==> src/rtl/specinvert_pkg.sv <==
// Shared types and constants for the spectrum-inversion detector.
// Holds the window FSM encoding and accumulator sizing.
package specinvert_pkg;

    localparam int          ACC_W      = 49;
    localparam logic [15:0] DEF_WINDOW = 16'd1024;

    typedef enum logic [1:0] {
        ST_IDLE   = 2'd0,
        ST_ACCUM  = 2'd1,
        ST_FLUSH  = 2'd2,
        ST_REPORT = 2'd3
    } state_t;

endpackage

==> src/rtl/specinvert_xprod.sv <==
// Registered cross-product stage: Q[n]*I[n-1] and I[n]*Q[n-1].
// Also owns the previous-sample register, cleared at burst end.
module specinvert_xprod
    import specinvert_pkg::*;
(
    input  logic               clk,
    input  logic               rst_n,
    input  logic               i_accept,
    input  logic               i_count,
    input  logic               i_eob,
    input  logic [31:0]        i_data,
    output logic               o_valid,
    output logic signed [31:0] o_p_qi,
    output logic signed [31:0] o_p_iq
);

    logic signed [15:0] w_i;
    logic signed [15:0] w_q;
    logic signed [15:0] r_prev_i;
    logic signed [15:0] r_prev_q;
    logic signed [31:0] r_p_qi;
    logic signed [31:0] r_p_iq;
    logic               r_valid;

    assign w_i = i_data[15:0];
    assign w_q = i_data[31:16];

    always_ff @(posedge clk) begin
        if (!rst_n) begin
            r_prev_i <= '0;
            r_prev_q <= '0;
            r_p_qi   <= '0;
            r_p_iq   <= '0;
            r_valid  <= 1'b0;
        end else begin
            r_valid <= i_accept & i_count;
            if (i_accept) begin
                r_p_qi   <= w_q * r_prev_i;
                r_p_iq   <= w_i * r_prev_q;
                // burst end breaks phase continuity for the next sample
                r_prev_i <= i_eob ? 16'sd0 : w_i;
                r_prev_q <= i_eob ? 16'sd0 : w_q;
            end
        end
    end

    assign o_valid = r_valid;
    assign o_p_qi  = r_p_qi;
    assign o_p_iq  = r_p_iq;

endmodule

==> src/rtl/specinvert_detect.sv <==
// Spectrum-inversion detector on a pass-through sc16 stream.
// Accumulates the I/Q cross product per window and decides rotation sense.
module specinvert_detect
    import specinvert_pkg::*;
(
    input  logic        axis_data_clk,
    input  logic        axis_data_rst_n,
    input  logic [31:0] s_axis_tdata,
    input  logic        s_axis_tlast,
    input  logic        s_axis_teob,
    input  logic        s_axis_tvalid,
    output logic        s_axis_tready,
    output logic [31:0] m_axis_tdata,
    output logic        m_axis_tlast,
    output logic        m_axis_teob,
    output logic        m_axis_tvalid,
    input  logic        m_axis_tready,
    input  logic        cfg_enable,
    input  logic [31:0] cfg_threshold,
    input  logic [15:0] cfg_window,
    output logic        invert_req,
    output logic        decision_valid,
    output logic        low_conf,
    output logic [31:0] metric,
    output logic [15:0] windows_done
);

    state_t                    r_state;
    logic signed [ACC_W-1:0]   r_acc;
    logic [15:0]               r_count;
    logic [15:0]               r_window;
    logic                      r_flush;
    logic                      r_invert;
    logic                      r_dv;
    logic                      r_low;
    logic [31:0]               r_metric;
    logic [15:0]               r_done;

    logic                      w_accept;
    logic                      w_count;
    logic                      w_xv;
    logic signed [31:0]        w_p_qi;
    logic signed [31:0]        w_p_iq;
    logic signed [32:0]        w_cross;
    logic signed [ACC_W-1:0]   w_thr;
    logic [15:0]               w_win_lat;
    logic                      w_last;
    logic                      w_gt;
    logic                      w_lt;

    assign m_axis_tdata  = s_axis_tdata;
    assign m_axis_tlast  = s_axis_tlast;
    assign m_axis_teob   = s_axis_teob;
    assign m_axis_tvalid = s_axis_tvalid;
    assign s_axis_tready = m_axis_tready;

    assign w_accept = s_axis_tvalid & m_axis_tready;
    assign w_count  = (r_state == ST_ACCUM) & cfg_enable;

    specinvert_xprod u_xprod (
        .clk      (axis_data_clk),
        .rst_n    (axis_data_rst_n),
        .i_accept (w_accept),
        .i_count  (w_count),
        .i_eob    (s_axis_teob),
        .i_data   (s_axis_tdata),
        .o_valid  (w_xv),
        .o_p_qi   (w_p_qi),
        .o_p_iq   (w_p_iq)
    );

    assign w_cross   = {w_p_qi[31], w_p_qi} - {w_p_iq[31], w_p_iq};
    assign w_thr     = {1'b0, cfg_threshold, 16'h0000};
    assign w_win_lat = (cfg_window == 16'd0) ? 16'd1 : cfg_window;
    assign w_last    = (r_count == r_window - 16'd1);
    assign w_gt      = r_acc > w_thr;
    assign w_lt      = r_acc < -w_thr;

    always_ff @(posedge axis_data_clk) begin
        if (!axis_data_rst_n) begin
            r_state  <= ST_IDLE;
            r_acc    <= '0;
            r_count  <= '0;
            r_window <= DEF_WINDOW;
            r_flush  <= 1'b0;
            r_invert <= 1'b0;
            r_dv     <= 1'b0;
            r_low    <= 1'b0;
            r_metric <= '0;
            r_done   <= '0;
        end else begin
            r_dv <= 1'b0;
            if (w_xv) begin
                r_acc <= r_acc + {{(ACC_W-33){w_cross[32]}}, w_cross};
            end
            unique case (r_state)
                ST_IDLE: begin
                    r_acc    <= '0;
                    r_count  <= '0;
                    r_window <= w_win_lat;
                    if (cfg_enable) r_state <= ST_ACCUM;
                end
                ST_ACCUM: begin
                    if (!cfg_enable) begin
                        r_state <= ST_IDLE;
                    end else if (w_accept) begin
                        r_count <= r_count + 16'd1;
                        if (w_last) begin
                            r_state <= ST_FLUSH;
                            r_flush <= 1'b0;
                        end
                    end
                end
                ST_FLUSH: begin
                    // two cycles let the last product reach the accumulator
                    r_flush <= ~r_flush;
                    if (r_flush) r_state <= ST_REPORT;
                end
                ST_REPORT: begin
                    if (w_gt) begin
                        r_invert <= 1'b0;
                        r_low    <= 1'b0;
                    end else if (w_lt) begin
                        r_invert <= 1'b1;
                        r_low    <= 1'b0;
                    end else begin
                        r_low    <= 1'b1;
                    end
                    r_dv     <= 1'b1;
                    r_metric <= r_acc[48:17];
                    r_done   <= r_done + 16'd1;
                    r_acc    <= '0;
                    r_count  <= '0;
                    r_window <= w_win_lat;
                    r_state  <= cfg_enable ? ST_ACCUM : ST_IDLE;
                end
                default: r_state <= ST_IDLE;
            endcase
        end
    end

    assign invert_req     = r_invert;
    assign decision_valid = r_dv;
    assign low_conf       = r_low;
    assign metric         = r_metric;
    assign windows_done   = r_done;

endmodule

==> config.mk <==
export PLATFORM = sky130hd
export DESIGN_NAME = specinvert_detect
export DESIGN_NICKNAME = d
export VERILOG_FILES = /design/src/rtl/specinvert_pkg.sv /design/src/rtl/specinvert_xprod.sv /design/src/rtl/specinvert_detect.sv
export SDC_FILE = /design/constraint.sdc
export NUM_CORES = 2
export LEC_CHECK = 0
export CAP_MARGIN = 0
export CORE_UTILIZATION = 30
export CTS_CLUSTER_DIAMETER = 100
export CTS_CLUSTER_SIZE = 20
export DETAILED_ROUTE_END_ITERATION = 8
export PLACE_DENSITY_LB_ADDON = 0.08
export SETUP_SLACK_MARGIN = 0.15
export SKIP_CTS_REPAIR_TIMING = 1
export SLEW_MARGIN = 5
export SYNTH_ARGS = -nofsm -noshare
export SYNTH_HDL_FRONTEND = slang
export SYNTH_SLANG_ARGS = --single-unit
export TNS_END_PERCENT = 50
==> constraint.sdc <==
create_clock -name axis_data_clk -period 10.1 [get_ports axis_data_clk]
set_input_delay 1.515 -clock axis_data_clk [delete_from_list [all_inputs] [get_ports axis_data_clk]]
set_output_delay 1.515 -clock axis_data_clk [all_outputs]
set_load 0.05 [all_outputs]
==> results.txt <==
* RSZ-0062 raised after global routing: false
* Setup violation total in the final timing report: 0
- The flow ran to the end, and the final reports show no timing, DRC or antenna violations.
- STA classifies the critical path endpoint as a flip-flop.
- Simple-Gate Fraction of Synth Area: between 10% and 20%
* Largest family of logic cells by synthesized area: adder cells
* Multiplexer share of the synthesized area: between 2 and 2.5%
- Cell count of the worst reg-to-reg path: 22
- Leaving out fill and tap cells, the most frequent cells in the layout are 680 x sky130_fd_sc_hd__inv_1, 526 x sky130_fd_sc_hd__fa_1, 406 x sky130_fd_sc_hd__nand2_1.
- Buffers inserted during clock tree synthesis total 23.
- In this run the critical register-to-register path is captured at u_xprod.o_p_iq[29]$_SDFFE_PN0P_.
- The final critical path takes up 81.6% of the cycle.
- In this run the tightest slew margin relative to its limit is between 20 and 25%.
- Compound-cell area share of the yosys netlist: about a tenth
- The analysis attributes to cell leakage a power of 0.0185 uW.
- Post-synthesis register bit count: about 230
* PD cells: around 100 mW/mm2
* CTS clock-pin slew for the worst setup and hold paths: about 0.09 ns
- Worst setup endpoint: u_xprod.o_p_iq[29]$_SDFFE_PN0P_
- Startpoint kind of the worst setup timing path: input pin
* Total of warnings raised by yosys: 0
- For the worst setup path, the data required time is approximately 11 ns.
- Launching point of the worst reg2reg path: u_xprod.r_prev_q[6]$_SDFFE_PN0P_
- Final worst path period need: just over 8 ns
* Die Y-Extent: 342 um
* Number of buffers added on ports: between 150 and 200
- After Yosys synthesis, XOR and XNOR cells account for ~5.5% of the synthesized area.
* Class of the tightest hold or removal check: flip-flop to flip-flop
- For the pin with the worst max-slew slack, the measured transition is around 1.1 ns.
* Drt wl/cell: between 15 and 20 um
- The congestion estimate from routability-driven global placement came to between 0.8 and 0.9.
* Number of enable flip-flop cells after synthesis: 0
- For this run, design rule violations remaining after detail routing come to 0.
- Crit path max fanout: 18
- When the netlist entered floorplanning its net count stood at about 5000.
- Synthesis produced a netlist whose cell count is a little under 4000.
* Dpl hpwl: about 80000 um
* Number of search-and-repair iterations in the first detailed-routing pass: 5
* Total power draw: ~4000 uW
- The number of antenna violations at the first check in global routing was 1.
- Maximum number of pins on one net before global-route repair: 61
- The region available for standard cell placement spans 0.114 mm2.
* Total global-route track usage: between 10% and 20%
- Antenna Cells: 0
* TritonCTS clock tree: built
- Peak supply drop: about 120 uV
- Clock Tree Buf Depth: 3
- Of the cells placed in the final design, the portion with a size suffix greater than 1 is about 2.9%.
- Of the total synthesized cell area, the portion taken by full adders, half adders and majority gates is a little over two fifths.
* Proportion of register bits with asynchronous set or reset after synthesis: 0%
- Yosys attributes the largest share of cell area to sky130_fd_sc_hd__fa_1 30%, sky130_fd_sc_hd__dfxtp_1 13%, sky130_fd_sc_hd__ha_1 12%, sky130_fd_sc_hd__inv_1 7.4%, sky130_fd_sc_hd__and2_1 5.3%.
- The number of max-slew violations in the final report is 0.
- Summed negative setup slack over all endpoints: 0 ns
* Top-area cell type share of the netlist area: slightly above 30%
- Clk sinks: around 230
- The setup check on the worst reg-to-reg path leaves a slack of between 2 and 3 ns.
* Count of routing violations after the opening detailed-route iteration: 1019
- The library cell used most frequently in the layout, excluding fill and tap cells, is sky130_fd_sc_hd__inv_1.
- Setup Crit Path Kind: input pin to flip-flop
- The number of global-route vias before repair came to 27605.
* P&R area growth vs syn: 11.8%
* Root Buffer Master: sky130_fd_sc_hd__clkbuf_16
* Non-Filler Cell Area, Final: around 0.039 mm2
- After floorplanning, the core was divided into between 100 and 150 placement rows.
* Number of nets in the finished design: 4954
* Post-Route Skew: around 0.029 ns
* Post-DRT Antenna Nets: 0
- Cell area after placement: 0.0379 mm2
- Synthesis instantiated just over 70 different standard cells from the library.
- The die is about 340 um wide.
* I/O pin cnt: 174
- In this run the number of H-tree levels came out at 1.
- Mapped Area: roughly 0.035 mm2
- Static timing analysis puts the maximum clock frequency at approximately 120 MHz.
- The biggest area contributor in the post-synthesis netlist is sky130_fd_sc_hd__fa_1.
- Clock latency on the worst-skew pair, taken at its later pin, is 0.60 ns.
- Summed over all layers, the routed wires come to 98900 um.
- After synthesis, the mean cell area works out to ~8.8 um2.
- The floorplan step defined a die boundary enclosing about 0.12 mm2.
* Overall via count from detail_route: approximately 25000
* First element of the critical path: s_axis_tdata[4]
- Top FF cell, synth: sky130_fd_sc_hd__dfxtp_1
- Using the TritonRoute via totals, the vias-per-cell ratio works out to about 4.6.
* Wire length of the first global-routing pass: between 150000 and 200000 um
- Overflow left after global routing: 0
- Data arrives at the worst endpoint at around 8.7 ns.
- The final hold violation count came to 0.
- Sequential cell area fraction in the yosys report: a little over an eighth
- Once the floorplan was initialized, standard cells occupied between 30% and 40% of the core.
- Across the run, the number of max-cap violations was 0.
==> metal layers <==
layer	global-route usage [%]	vias up	wire length, um
met5	0	-	0
met4	3.59	0	1960
met3	1.48	74	2710
met2	30.3	313	47300
met1	23.3	12473	46900
li1	-	12621	-
==> registers in the layout, summed over array words and instances (netlist names), named ones only <==
signal	flops
r_acc	49
metric	32
u_xprod.o_p_iq	32
u_xprod.o_p_qi	32
r_count	16
r_window	16
u_xprod.r_prev_i	16
u_xprod.r_prev_q	16
windows_done	16
decision_valid	1
invert_req	1
low_conf	1
r_flush	1
r_state	1
u_xprod.o_valid	1
==> kinds of logic after synthesis <==
group	after synthesis
buffers and inverters	851
AOI/OAI and AO/OA	557
adders and majority gates	844
and+or+nand+nor	1156
xor gates and xnor gates	219
DFF	232
muxes	80
==> cells in the mapped netlist, types with 18 or more instances <==
library cell and number:
sky130_fd_sc_hd__nor4_1 24, sky130_fd_sc_hd__xnor2_1 151, sky130_fd_sc_hd__a21boi_0 18, sky130_fd_sc_hd__inv_1 680, sky130_fd_sc_hd__dfxtp_1 232, sky130_fd_sc_hd__nand4_1 30
sky130_fd_sc_hd__ha_1 318, sky130_fd_sc_hd__nor2_1 156, sky130_fd_sc_hd__a21oi_1 154, sky130_fd_sc_hd__o21ai_1 38, sky130_fd_sc_hd__o21ai_0 81, sky130_fd_sc_hd__and3_1 24
sky130_fd_sc_hd__a22o_1 34, sky130_fd_sc_hd__nor3_1 31, sky130_fd_sc_hd__buf_4 36, sky130_fd_sc_hd__clkbuf_1 121, sky130_fd_sc_hd__nor2b_1 68, sky130_fd_sc_hd__a21o_1 93
sky130_fd_sc_hd__nand3_1 49, sky130_fd_sc_hd__mux2i_1 79, sky130_fd_sc_hd__xor2_1 68, sky130_fd_sc_hd__fa_1 526, sky130_fd_sc_hd__and2_1 295, sky130_fd_sc_hd__nand2b_1 39
sky130_fd_sc_hd__o21bai_1 28, sky130_fd_sc_hd__nand2_1 407
==> metrics by stage <==
| stage | hold WS, ns | util (%) | std cells | setup slack, ns |
|---|---|---|---|---|
| detailed placement | 0.448 | 33.1 | 5510 | 1.23 |
| CTS | 0.462 | 33.8 | 5552 | 1.87 |
| floorplan | 0.425 | - | 3939 | 2.63 |
| global placement | 0.449 | 33.1 | 5510 | 1.29 |
| global route | 0.485 | 33.8 | 5552 | 1.27 |
| finish | 0.461 | 33.8 | 5552 | 1.85 |
==> cell type report <==
cell class                 count  area [um2]
fill                       12052       75700
multi-input combinational   2856       26600
sequential                   232        4650
inverter                     683        2560
timing repair buffer         227        2130
tap                         1512        1890
clock buffer                  25         593
clock inverter                17         215
==> critical path, stage by stage <==
cell,delay (ns)
sky130_fd_sc_hd__clkdlybuf4s50_1,0.83
sky130_fd_sc_hd__and2_1,0.39
sky130_fd_sc_hd__fa_1,0.47
sky130_fd_sc_hd__inv_1,0.06
sky130_fd_sc_hd__fa_1,0.47
sky130_fd_sc_hd__inv_1,0.07
sky130_fd_sc_hd__ha_1,0.14
sky130_fd_sc_hd__inv_1,0.05
sky130_fd_sc_hd__fa_1,0.53
sky130_fd_sc_hd__inv_1,0.05
sky130_fd_sc_hd__fa_1,0.47
sky130_fd_sc_hd__inv_1,0.05
sky130_fd_sc_hd__fa_1,0.54
sky130_fd_sc_hd__inv_1,0.05
sky130_fd_sc_hd__ha_1,0.19
sky130_fd_sc_hd__or3_1,0.40
sky130_fd_sc_hd__a21oi_1,0.26
sky130_fd_sc_hd__o211ai_1,0.19
sky130_fd_sc_hd__a311oi_1,0.61
sky130_fd_sc_hd__o21ai_1,0.20
sky130_fd_sc_hd__a221oi_1,0.41
sky130_fd_sc_hd__o21bai_1,0.12
sky130_fd_sc_hd__a21oi_1,0.33
sky130_fd_sc_hd__o21bai_1,0.12
sky130_fd_sc_hd__xnor2_1,0.15
sky130_fd_sc_hd__o21ai_1,0.07
==> where the power goes <==
part           leakage (uW)  switching [uW]  internal, uW  total, uW
Sequential          0.00188            46.0           949        995
Clock              0.000388             511           464        975
Combinational        0.0163            1230           794       2030
Total                0.0185            1790          2210       4000
==> worst min-delay path by stage <==
stage               cells past startpoint                       startpoint  slack, ns                               to
finish                                  2  u_xprod.o_p_qi[28]$_SDFFE_PN0P_       0.46  u_xprod.o_p_qi[28]$_SDFFE_PN0P_
global route                            2  u_xprod.o_p_qi[28]$_SDFFE_PN0P_       0.49  u_xprod.o_p_qi[28]$_SDFFE_PN0P_
CTS                                     2  u_xprod.o_p_qi[28]$_SDFFE_PN0P_       0.46  u_xprod.o_p_qi[28]$_SDFFE_PN0P_
detailed placement                      2  u_xprod.o_p_iq[24]$_SDFFE_PN0P_       0.45  u_xprod.o_p_iq[24]$_SDFFE_PN0P_
global placement                        2  u_xprod.o_p_qi[24]$_SDFFE_PN0P_       0.45  u_xprod.o_p_qi[24]$_SDFFE_PN0P_
floorplan                               2  u_xprod.o_p_iq[19]$_SDFFE_PN0P_       0.43  u_xprod.o_p_iq[19]$_SDFFE_PN0P_
Power figures use the tool's default switching activity.
